[src/rtl/pong_pkg.sv]
// Shared sizes, types and helpers for the LED-matrix capture block.
package pong_pkg;

  localparam int MATRIX_DIM  = 16;
  localparam int ROW_IDX_W   = 4;
  localparam int FRAME_CNT_W = 8;
  localparam int SHIFT_CNT_W = 5;

  localparam logic [SHIFT_CNT_W-1:0] SHIFT_CNT_MAX = 5'd31;
  localparam logic [SHIFT_CNT_W-1:0] SHIFT_FULL    = 5'd16;
  localparam logic [ROW_IDX_W-1:0]   LAST_ROW      = 4'd15;

  typedef logic [MATRIX_DIM-1:0] row_word_t;

  typedef enum logic {
    BUF_A = 1'b0,
    BUF_B = 1'b1
  } buf_sel_e;

  typedef struct packed {
    logic                 valid;
    logic [ROW_IDX_W-1:0] idx;
  } row_sel_t;

  // A row word is usable only when exactly one bit is set; idx is that bit.
  function automatic row_sel_t decodeRow(input row_word_t word);
    row_sel_t sel;
    int       ones;
    sel  = '0;
    ones = 0;
    for (int i = 0; i < MATRIX_DIM; i++) begin
      if (word[i]) begin
        ones++;
        sel.idx = ROW_IDX_W'(i);
      end
    end
    sel.valid = (ones == 1);
    return sel;
  endfunction

  function automatic logic [SHIFT_CNT_W-1:0] satInc(input logic [SHIFT_CNT_W-1:0] cnt);
    return (cnt == SHIFT_CNT_MAX) ? cnt : cnt + 1'b1;
  endfunction

endpackage

[src/rtl/mc_edge.sv]
// Synchronizer chain (0-3 flops) followed by a rising-edge detector for one
// asynchronous matrix-driver input.
module mc_edge
  import pong_pkg::*;
#(
  parameter int SYNC_STAGES = 2
) (
  input  logic clk_i,
  input  logic reset_i,
  input  logic d_i,
  output logic level_o,
  output logic rise_o
);

  logic synced;
  logic prev_q;

  generate
    if (SYNC_STAGES == 0) begin : g_nosync
      assign synced = d_i;
    end else begin : g_sync
      logic [SYNC_STAGES-1:0] sync_q;

      always_ff @(posedge clk_i) begin
        if (reset_i) begin
          sync_q <= '0;
        end else begin
          sync_q[0] <= d_i;
          for (int k = 1; k < SYNC_STAGES; k++) begin
            sync_q[k] <= sync_q[k-1];
          end
        end
      end

      assign synced = sync_q[SYNC_STAGES-1];
    end
  endgenerate

  always_ff @(posedge clk_i) begin
    if (reset_i) begin
      prev_q <= 1'b0;
    end else begin
      prev_q <= synced;
    end
  end

  assign level_o = synced;
  assign rise_o  = synced & ~prev_q;

endmodule

[src/rtl/matrix_capture.sv]
// Snoops the row/column shift registers of an LED-matrix driver and rebuilds
// the displayed image into a double-buffered 16x16 frame store.
module matrix_capture
  import pong_pkg::*;
#(
  parameter int SYNC_STAGES = 2
) (
  input  logic                   clk32mhz,
  input  logic                   reset,
  input  logic                   RCLK,
  input  logic                   RSDI,
  input  logic                   CCLK,
  input  logic                   CSDI,
  input  logic                   LE,
  input  logic [ROW_IDX_W-1:0]   rd_row,
  output logic [MATRIX_DIM-1:0]  rd_data,
  output logic                   frame_done,
  output logic [FRAME_CNT_W-1:0] frame_count,
  output logic                   proto_err
);

  logic rclkRise, rclkLevel;
  logic rsdiRise, rsdiLevel;
  logic cclkRise, cclkLevel;
  logic csdiRise, csdiLevel;
  logic leRise, leLevel;

  mc_edge #(.SYNC_STAGES(SYNC_STAGES)) u_edgeRclk (
    .clk_i(clk32mhz), .reset_i(reset), .d_i(RCLK), .level_o(rclkLevel), .rise_o(rclkRise)
  );
  mc_edge #(.SYNC_STAGES(SYNC_STAGES)) u_edgeRsdi (
    .clk_i(clk32mhz), .reset_i(reset), .d_i(RSDI), .level_o(rsdiLevel), .rise_o(rsdiRise)
  );
  mc_edge #(.SYNC_STAGES(SYNC_STAGES)) u_edgeCclk (
    .clk_i(clk32mhz), .reset_i(reset), .d_i(CCLK), .level_o(cclkLevel), .rise_o(cclkRise)
  );
  mc_edge #(.SYNC_STAGES(SYNC_STAGES)) u_edgeCsdi (
    .clk_i(clk32mhz), .reset_i(reset), .d_i(CSDI), .level_o(csdiLevel), .rise_o(csdiRise)
  );
  mc_edge #(.SYNC_STAGES(SYNC_STAGES)) u_edgeLe (
    .clk_i(clk32mhz), .reset_i(reset), .d_i(LE), .level_o(leLevel), .rise_o(leRise)
  );

  // Clocks only need their edges and data lines only their levels.
  logic unused_edgeOutputs;
  assign unused_edgeOutputs = ^{rclkLevel, rsdiRise, cclkLevel, csdiRise, leLevel};

  row_word_t                rowShift_q, rowShift_d;
  row_word_t                colShift_q, colShift_d;
  logic [SHIFT_CNT_W-1:0]   rowCnt_q, rowCnt_d;
  logic [SHIFT_CNT_W-1:0]   colCnt_q, colCnt_d;
  buf_sel_e                 dispSel_q, dispSel_d;
  logic                     err_q, err_d;
  logic [FRAME_CNT_W-1:0]   frameCnt_q, frameCnt_d;
  logic                     swapPend_q, swapPend_d;
  logic                     done_q, done_d;
  row_word_t                rdData_q, rdData_d;
  row_word_t                frameBuf_q [2][MATRIX_DIM];

  row_sel_t rowSel;
  logic     commit;
  logic     swap;
  logic     dispIdx;
  logic     wrIdx;

  assign rowSel  = decodeRow(rowShift_q);
  assign commit  = leRise && rowSel.valid && (rowCnt_q == SHIFT_FULL) && (colCnt_q == SHIFT_FULL);
  assign swap    = commit && (rowSel.idx == LAST_ROW);
  assign dispIdx = (dispSel_q == BUF_B);
  assign wrIdx   = ~dispIdx;

  // The latch clears the counters first so a coincident shift edge counts as 1.
  always_comb begin
    rowShift_d = rowShift_q;
    colShift_d = colShift_q;
    rowCnt_d   = rowCnt_q;
    colCnt_d   = colCnt_q;
    dispSel_d  = dispSel_q;
    err_d      = err_q;
    frameCnt_d = frameCnt_q;
    swapPend_d = swap;
    done_d     = swapPend_q;
    rdData_d   = frameBuf_q[dispIdx][rd_row];

    if (leRise) begin
      rowCnt_d = '0;
      colCnt_d = '0;
      if (!commit) begin
        err_d = 1'b1;
      end
    end

    if (rclkRise) begin
      rowShift_d = {rowShift_q[MATRIX_DIM-2:0], rsdiLevel};
      rowCnt_d   = satInc(rowCnt_d);
    end

    if (cclkRise) begin
      colShift_d = {colShift_q[MATRIX_DIM-2:0], csdiLevel};
      colCnt_d   = satInc(colCnt_d);
    end

    if (swap) begin
      dispSel_d  = (dispSel_q == BUF_A) ? BUF_B : BUF_A;
      frameCnt_d = frameCnt_q + 1'b1;
    end
  end

  always_ff @(posedge clk32mhz) begin
    if (reset) begin
      rowShift_q <= '0;
      colShift_q <= '0;
      rowCnt_q   <= '0;
      colCnt_q   <= '0;
      dispSel_q  <= BUF_A;
      err_q      <= 1'b0;
      frameCnt_q <= '0;
      swapPend_q <= 1'b0;
      done_q     <= 1'b0;
      rdData_q   <= '0;
    end else begin
      rowShift_q <= rowShift_d;
      colShift_q <= colShift_d;
      rowCnt_q   <= rowCnt_d;
      colCnt_q   <= colCnt_d;
      dispSel_q  <= dispSel_d;
      err_q      <= err_d;
      frameCnt_q <= frameCnt_d;
      swapPend_q <= swapPend_d;
      done_q     <= done_d;
      rdData_q   <= rdData_d;
    end
  end

  // Rows go into the buffer not on display; the image only appears on a swap.
  always_ff @(posedge clk32mhz) begin
    if (reset) begin
      for (int b = 0; b < 2; b++) begin
        for (int r = 0; r < MATRIX_DIM; r++) begin
          frameBuf_q[b][r] <= '0;
        end
      end
    end else if (commit) begin
      frameBuf_q[wrIdx][rowSel.idx] <= colShift_q;
    end
  end

  assign rd_data     = rdData_q;
  assign frame_done  = done_q;
  assign frame_count = frameCnt_q;
  assign proto_err   = err_q;

endmodule
[config.mk]
export PLATFORM = sky130hd
export DESIGN_NAME = matrix_capture
export DESIGN_NICKNAME = d
export VERILOG_FILES = /design/src/rtl/pong_pkg.sv /design/src/rtl/mc_edge.sv /design/src/rtl/matrix_capture.sv
export SDC_FILE = /design/constraint.sdc
export NUM_CORES = 1
export LEC_CHECK = 0
export CAP_MARGIN = 20
export CELL_PAD_IN_SITES_DETAIL_PLACEMENT = 1
export CELL_PAD_IN_SITES_GLOBAL_PLACEMENT = 2
export CORE_AREA = 5 5 249 251
export DETAILED_ROUTE_END_ITERATION = 10
export DIE_AREA = 0 0 254 256
export PLACE_DENSITY_LB_ADDON = 0.3
export SYNTH_ARGS = -nofsm -noshare
export SYNTH_HDL_FRONTEND = slang
export SYNTH_SLANG_ARGS = --single-unit
[constraint.sdc]
create_clock -name clk32mhz -period 14.55 [get_ports clk32mhz]
set_input_delay 1.455 -clock clk32mhz [delete_from_list [all_inputs] [get_ports clk32mhz]]
set_output_delay 1.455 -clock clk32mhz [all_outputs]
set_load 0.01 [all_outputs]
==> results of run 1 <==
[metrics by stage]
| step | setup slack (ns) | hold WS (ns) | power, mW |
|---|---|---|---|
| after floorplan | 4.32 | 0.414 | 2.04 |
| after global routing | 1.33 | 0.451 | 3.91 |
| after CTS | 2.19 | 0.442 | 3.82 |
| after detailed placement | 2.33 | 0.430 | 2.12 |
| final | 2.22 | 0.434 | 3.80 |
| after global placement | 2.82 | 0.420 | 2.11 |
[report_power, final]
group	leakage, nW	internal (mW)	total, mW	switching [mW]
Sequential	5.97	1.90	1.92	0.0198
Clock	1.07	1.03	1.71	0.681
Combinational	4.53	0.0613	0.160	0.0990
[state kept, by name (all words and copies together), names as in the netlist, named ones only]
| name | cells |
|---|---|
| rowCnt_q | 5 |
| colCnt_q | 5 |
| u_edgeRsdi.g_sync.sync_q | 2 |
| frame_count | 8 |
| rowShift_q | 16 |
| u_edgeCsdi.g_sync.sync_q | 2 |
| rd_data | 16 |
| u_edgeLe.g_sync.sync_q | 2 |
| u_edgeLe.prev_q | 1 |
| proto_err | 1 |
| frame_done | 1 |
| u_edgeRclk.prev_q | 1 |
| frameBuf_q | 512 |
| dispIdx | 1 |
| colShift_q | 16 |
| u_edgeRclk.g_sync.sync_q | 2 |
| u_edgeCclk.prev_q | 1 |
| done_d | 1 |
| u_edgeCclk.g_sync.sync_q | 2 |
[layer usage]
metal  global-route usage  share of wire  up-vias
li1                     -              -     7034
met1                0.322           0.40     8754
met2                0.415           0.51      580
met3               0.0368          0.059      122
met4               0.0701          0.027        0
met5                    0              0        -
[path summary, 6_finish.rpt]
kind | from | endpoint | slack (ns) | cells after the start
setup / recovery | rowShift_q[1]$_SDFFE_PP0P_ | frameBuf_q[1][239]$_DFFE_PP_ | 2.22 | 52
hold / removal | u_edgeCclk.g_sync.sync_q[0]$_SDFF_PP0_ | u_edgeCclk.g_sync.sync_q[1]$_SDFF_PP0_ | 0.43 | 1
setup reg to reg | rowShift_q[1]$_SDFFE_PP0P_ | frameBuf_q[1][239]$_DFFE_PP_ | 2.22 | 52
hold reg to reg | u_edgeCclk.g_sync.sync_q[0]$_SDFF_PP0_ | u_edgeCclk.g_sync.sync_q[1]$_SDFF_PP0_ | 0.43 | 1
[cell usage after synthesis, drive strengths merged (5+ instances only)]
master	count
nor4	12
and2	57
edfxtp	512
xnor2	34
mux4	161
xnor3	10
and3	234
mux2	5
or2	24
nor2	65
o21ai	16
a21oi	57
o21bai	5
nand2	114
mux2i	28
o31ai	10
xor2	14
nand2b	12
ha	18
a22oi	5
nor2b	24
dfxtp	84
nand3	13
nor4b	19
a21o	15
inv	17
a31oi	7
or4	6
clkbuf	115
nor3	17
nand4	16
buf	47
[worst max-delay path, delay by kind of cell, from the launching register on]
kind | cells | cell delay [ns]
simple gates | 18 | 2.96
xor+xnor | 1 | 0.18
flops | 1 | 0.37
mux | 3 | 0.84
fa+ha+maj | 14 | 4.30
buf+inv | 4 | 1.13
compound gates | 12 | 2.13
[layout make-up]
type / instances / share of cell area
clock buffers: 82 / 0.0570
clock inverters: 35 / 0.0138
inverters: 17 / 0.00207
multi-input cells: 1050 / 0.317
flip-flops and latches: 596 / 0.554
well taps: 782 / 0.0318
repair buffers: 81 / 0.0244
[placed cells by master, fill, tap and decap left out, types with 13 or more instances in the layout]
| cell | count |
|---|---|
| edfxtp_1 | 512 |
| or2_1 | 14 |
| clkdlybuf4s50_1 | 32 |
| dfxtp_1 | 83 |
| clkbuf_1 | 13 |
| a21o_1 | 15 |
| nor4b_1 | 17 |
| nor2b_1 | 23 |
| mux2i_1 | 26 |
| inv_1 | 15 |
| nand2_1 | 114 |
| and2_1 | 56 |
| xnor2_1 | 28 |
| a21oi_1 | 56 |
| xor2_1 | 13 |
| ha_1 | 18 |
| clkbuf_16 | 67 |
| clkinv_1 | 13 |
| o21ai_0 | 15 |
| buf_4 | 42 |
| nor2_1 | 63 |
| nand3_1 | 13 |
| and3_1 | 233 |
| mux4_2 | 161 |
| nand4_1 | 16 |
[logic make-up after synthesis]
kind of cell / count (synthesis) / share of synthesized area
simple gates: 627 / 0.135
xor+xnor: 59 / 0.0279
mux: 194 / 0.144
buf+inv: 179 / 0.0283
fa+ha+maj: 18 / 0.00817
compound gates: 152 / 0.0378
flops: 596 / 0.619
==> impl_metrics.ini, run 1 <==
[cts]
worstSkewPairLatency_ns = 0.61
clock_path_buffers = 3
postCtsHoldBufs = 0
cts_tree = done
htree_levels = 3
clock_sinks = 596
path_clk_slew_ns = 0.06
ctsResizeCount = 0
cts_buffers = 66
root_buffer = clkbuf_16
post_cts_buffers = 0

[finish]
seq_area_um2 = 17100
syn_to_final_growth_pct = 11.7
finish.utilization = 0.516
fillers = 5617
stdcell_area_um2 = 30800
fin_cells = 2643
diodes = 0
multi_input_area_um2 = 9750
nNetsFinal = 1841
layout-drive-gt1-share = 0.194

[power]
p_leak_nw = 11.6
peakVddDrop_v = 0.0000786
p_per_area_nw_per_um2 = 123

[route]
routed-via-count = 16500
drt-vias-per-instance = 6.24
drt_wl_total_mm = 78.8
dr.pass1.iters = 5
drc = 0
wl_per_cell_um = 29.8
drt_iter0_markers = 1435
ant_nets = 0

[sta]
drv_slew = 0
setup_viol = 0
max_slew.worst_pin.slew_ns = 1.13
slew_headroom = 0.247
finClkSkew_ns = 0.0269
rsz0062_at_grt = no
post-route-period-util = 0.847
fin_tns_setup_ns = 0
hold_viol = 0
post-route-min-period_ns = 12.33
fmax_ghz = 0.0811

[worst_setup_path]
critPathMaxStageDelay_ns = 0.67
cp.required_ns = 14.86
start_kind = flip-flop
end_kind = flip-flop
crit_fanout = 210
slowest_stage = buf_12
crit_path_frequent_cell = ha_1
cp.arrival_ns = 12.63
path_class = flip-flop to flip-flop

[global_route]
grt_pass1_vias = 17300
grt_max_degree = 211
gr-usage-all-layers = 0.242
grt_overflow_total = 0
grt_pass1_wl_mm = 117
antenna_found_initial = 0

[die]
coreArea_um2 = 59700
die-height_um = 256
row_count = 90
pin_count = 37
initial_core_util = 0.462
die_w_um = 254
die-area_um2 = 65000

[placement]
dp_cells = 2523
port_buffers = 36
gp_congestion = 0.819
dp_hpwl_mm = 49.1
place_area_um2 = 28500

[logic_synthesis]
synth_edf_count = 512
yosysSeqAreaShare = 0.619
syn_nets = 1854
yosys.area.top_type = edfxtp_1
synth.distinct_cells = 81
yosysTopAreaCellShare = 0.558
synth_ff_type = edfxtp_1
syn_area_per_cell_um2 = 15.1
syn_area_um2 = 27600
synth_warnings = 0
postSynth.asyncResetShare = 0
synth.area.top_cells = edfxtp_1, mux4_2, dfxtp_1
syn_inst = 1825
ys_seq_elements = 596

[run_status]
outcome = finished, final reports clean

[worst_hold_path]
hold_path_class = flip-flop to flip-flop

[flow_run]
drv_cap = 0
Note: power is estimated with default switching activity, not from simulation.
==> run 2: changes to the inputs <==
--- a/config.mk
+++ b/config.mk
@@ -8,9 +8,9 @@
 export CAP_MARGIN = 20
 export CELL_PAD_IN_SITES_DETAIL_PLACEMENT = 1
 export CELL_PAD_IN_SITES_GLOBAL_PLACEMENT = 2
-export CORE_AREA = 5 5 249 251
+export CORE_AREA = 5 5 263 265
 export DETAILED_ROUTE_END_ITERATION = 10
-export DIE_AREA = 0 0 254 256
+export DIE_AREA = 0 0 268 270
 export PLACE_DENSITY_LB_ADDON = 0.3
 export SYNTH_ARGS = -nofsm -noshare
 export SYNTH_HDL_FRONTEND = slang
==> constraint.sdc (replaced) <==
create_clock -name clk32mhz -period 10.82 [get_ports clk32mhz]
set_input_delay 1.082 -clock clk32mhz [delete_from_list [all_inputs] [get_ports clk32mhz]]
set_output_delay 1.082 -clock clk32mhz [all_outputs]
set_load 0.01 [all_outputs]
==> run 2 against run 1 <==
Utilization fell by 3.2 points. Hold slack is essentially flat. First-iteration DRC count increased by 6.2%. Register-to-register slack got worse by 1.7 ns.
==> impl_metrics.ini, run 2 (synthesis results as in run 1) <==
[cts]
cts_buffers = 67
root_buffer = clkbuf_16
htree_levels = 3
clock_sinks = 596
worstSkewPairLatency_ns = 0.61
cts_tree = done
clock_path_buffers = 3
path_clk_slew_ns = 0.06

[worst_hold_path]
min_to = u_edgeCclk.g_sync.sync_q[1]$_SDFF_PP0_
holdPathStages = 1
hold_path_class = flip-flop to flip-flop
min-delay-start = u_edgeCclk.g_sync.sync_q[0]$_SDFF_PP0_

[global_route]
antenna_found_initial = 3
grt_pass1_vias = 17400
grt_max_degree = 83
gr-usage-all-layers = 0.216
grt_overflow_total = 0
grt_pass1_wl_mm = 117

[sta]
hold-worst-slack_ns = 0.435
slew_headroom = 0.310
max_slew.worst_pin.slew_ns = 1.04
post-route-period-util = 0.948
setup_viol = 0
hold_viol = 0
drv_slew = 0
fmax_ghz = 0.0975
post-route-min-period_ns = 10.26
finClkSkew_ns = 0.0275
setup_ws_ns = 0.563

[placement]
gp_congestion = 0.798
port_buffers = 36
dp_slack_ns = -0.210
dp_hpwl_mm = 48.1

[die]
die_w_um = 268
pin_count = 37
coreArea_um2 = 66600
initial_core_util = 0.414
die-height_um = 270
row_count = 95
die-area_um2 = 72400

[finish]
layout-drive-gt1-share = 0.258
largest-register = frameBuf_q
largest_reg_flops = 512
finish.utilization = 0.484
layout_common_cells = edfxtp_1, and3_1, mux4_2
syn_to_final_growth_pct = 16.8
nNetsFinal = 1917
final_common_cell = edfxtp_1

[route]
dr.pass1.iters = 4
drt_iter0_markers = 1524
drt-vias-per-instance = 5.97
drt_wl_total_mm = 80.7
ant_nets = 0
drc = 0
wl_per_cell_um = 28.7
routed-via-count = 16800

[worst_setup_path]
cp.required_ns = 11.13
start_kind = flip-flop
slowest_stage = ha_1
crit_path_frequent_cell = ha_1
cp_num_buf_inv = 5
r2r-end = frameBuf_q[0][206]$_SDFFCE_PN0P_
r2r_cells = 54
crit_fanout = 6
path_class = flip-flop to flip-flop
critical_path.top_delay_family = adder cells
end_kind = flip-flop
rrSetupSlack_ns = 0.56
cp.arrival_ns = 10.57
timing.rr.start = rowShift_q[0]$_SDFFE_PP0P_
critPathMaxStageDelay_ns = 0.34

[power]
p_comb_frac = 0.046
power_frac_clock = 0.455
swShare = 0.213
p_leak_nw = 12.2
p_per_area_nw_per_um2 = 161
peakVddDrop_v = 0.0000996
p_sw_mw = 1.10
internal_power_mw = 4.07
seqPwrFrac = 0.499

[flow_run]
drv_cap = 0

[run_status]
outcome = finished, final reports clean
## run 2: changes by cell type in the layout (fill, tap and decap cells not counted), sizes merged
cell	previous run	this run
inv	21	22
diode	0	2
clkinvlp	0	6
clkbuf	83	95
bufinv	10	8
buf	48	116
clkinv	21	14
## run 2: repair_timing
| item | in CTS | in global routing |
|---|---|---|
| hold buffers | 0 | 0 |
| endpoints found under the setup margin | 565 | 1033 |
| pin swaps | 0 | 17 |
| setup buffers | 4 | 21 |
| gates cloned | 0 | 9 |
| resized for setup | 23 | 106 |
## run 2: power groups by stage
stage                     combinational, mW  sequential (mW)  clock [mW]
final                                 0.239             2.58        2.36
after global routing                  0.248             2.59        2.49
after CTS                             0.227             2.58        2.39
after detailed placement              0.224             2.63           0
after global placement                0.221             2.63           0
after floorplan                       0.125             2.62           0
## run 2: area by class of cell
type / instances / area (um^2)
diodes: 2 / 5.00
clock buffers: 87 / 1870
clock inverters: 33 / 392
fillers: 6372 / 34400
inverters: 17 / 63.8
multi-input cells: 1050 / 9960
flip-flops and latches: 596 / 17100
well taps: 873 / 1090
repair buffers: 156 / 1740
## run 2: worst max path at each step
stage	from	endpoint	cells after the start
CTS	rowShift_q[0]$_SDFFE_PP0P_	frameBuf_q[0][198]$_SDFFCE_PN0P_	53
detailed placement	rowShift_q[0]$_SDFFE_PP0P_	frameBuf_q[1][231]$_DFFE_PP_	52
floorplan	rowShift_q[0]$_SDFFE_PP0P_	frameBuf_q[0][0]$_SDFFCE_PN0P_	52
global route	rowShift_q[0]$_SDFFE_PP0P_	frameBuf_q[0][206]$_SDFFCE_PN0P_	54
finish	rowShift_q[0]$_SDFFE_PP0P_	frameBuf_q[0][206]$_SDFFCE_PN0P_	54
global placement	rowShift_q[0]$_SDFFE_PP0P_	frameBuf_q[1][231]$_DFFE_PP_	52
## run 2: metal layers
layer,share of wire,GRT usage,vias to the layer above
met5,0,0,-
met4,0.018,0.0523,0
met3,0.056,0.0257,92
met2,0.52,0.376,535
met1,0.41,0.290,8955
li1,-,-,7209
## run 2: worst register-to-register path, delay by kind of cell, from the launching register on
kind,cells,cell delay [ns]
compound gates,12,1.48
fa+ha+maj,14,4.08
buf+inv,5,0.77
flops,1,0.33
mux,3,0.82
simple gates,20,2.52
## run 2: metrics by stage
stage          TNS, ns  power [mW]  cells  cell area [um^2]
3_5_place_dp    -39.10        2.85   2656             29000
5_1_grt         -0.104        5.33   2812             32200
2_1_floorplan        0        2.75   1825             27600
3_3_place_gp         0        2.85   2656             29000
6_report             0        5.18   2814             32200
4_1_cts              0        5.20   2780             31400
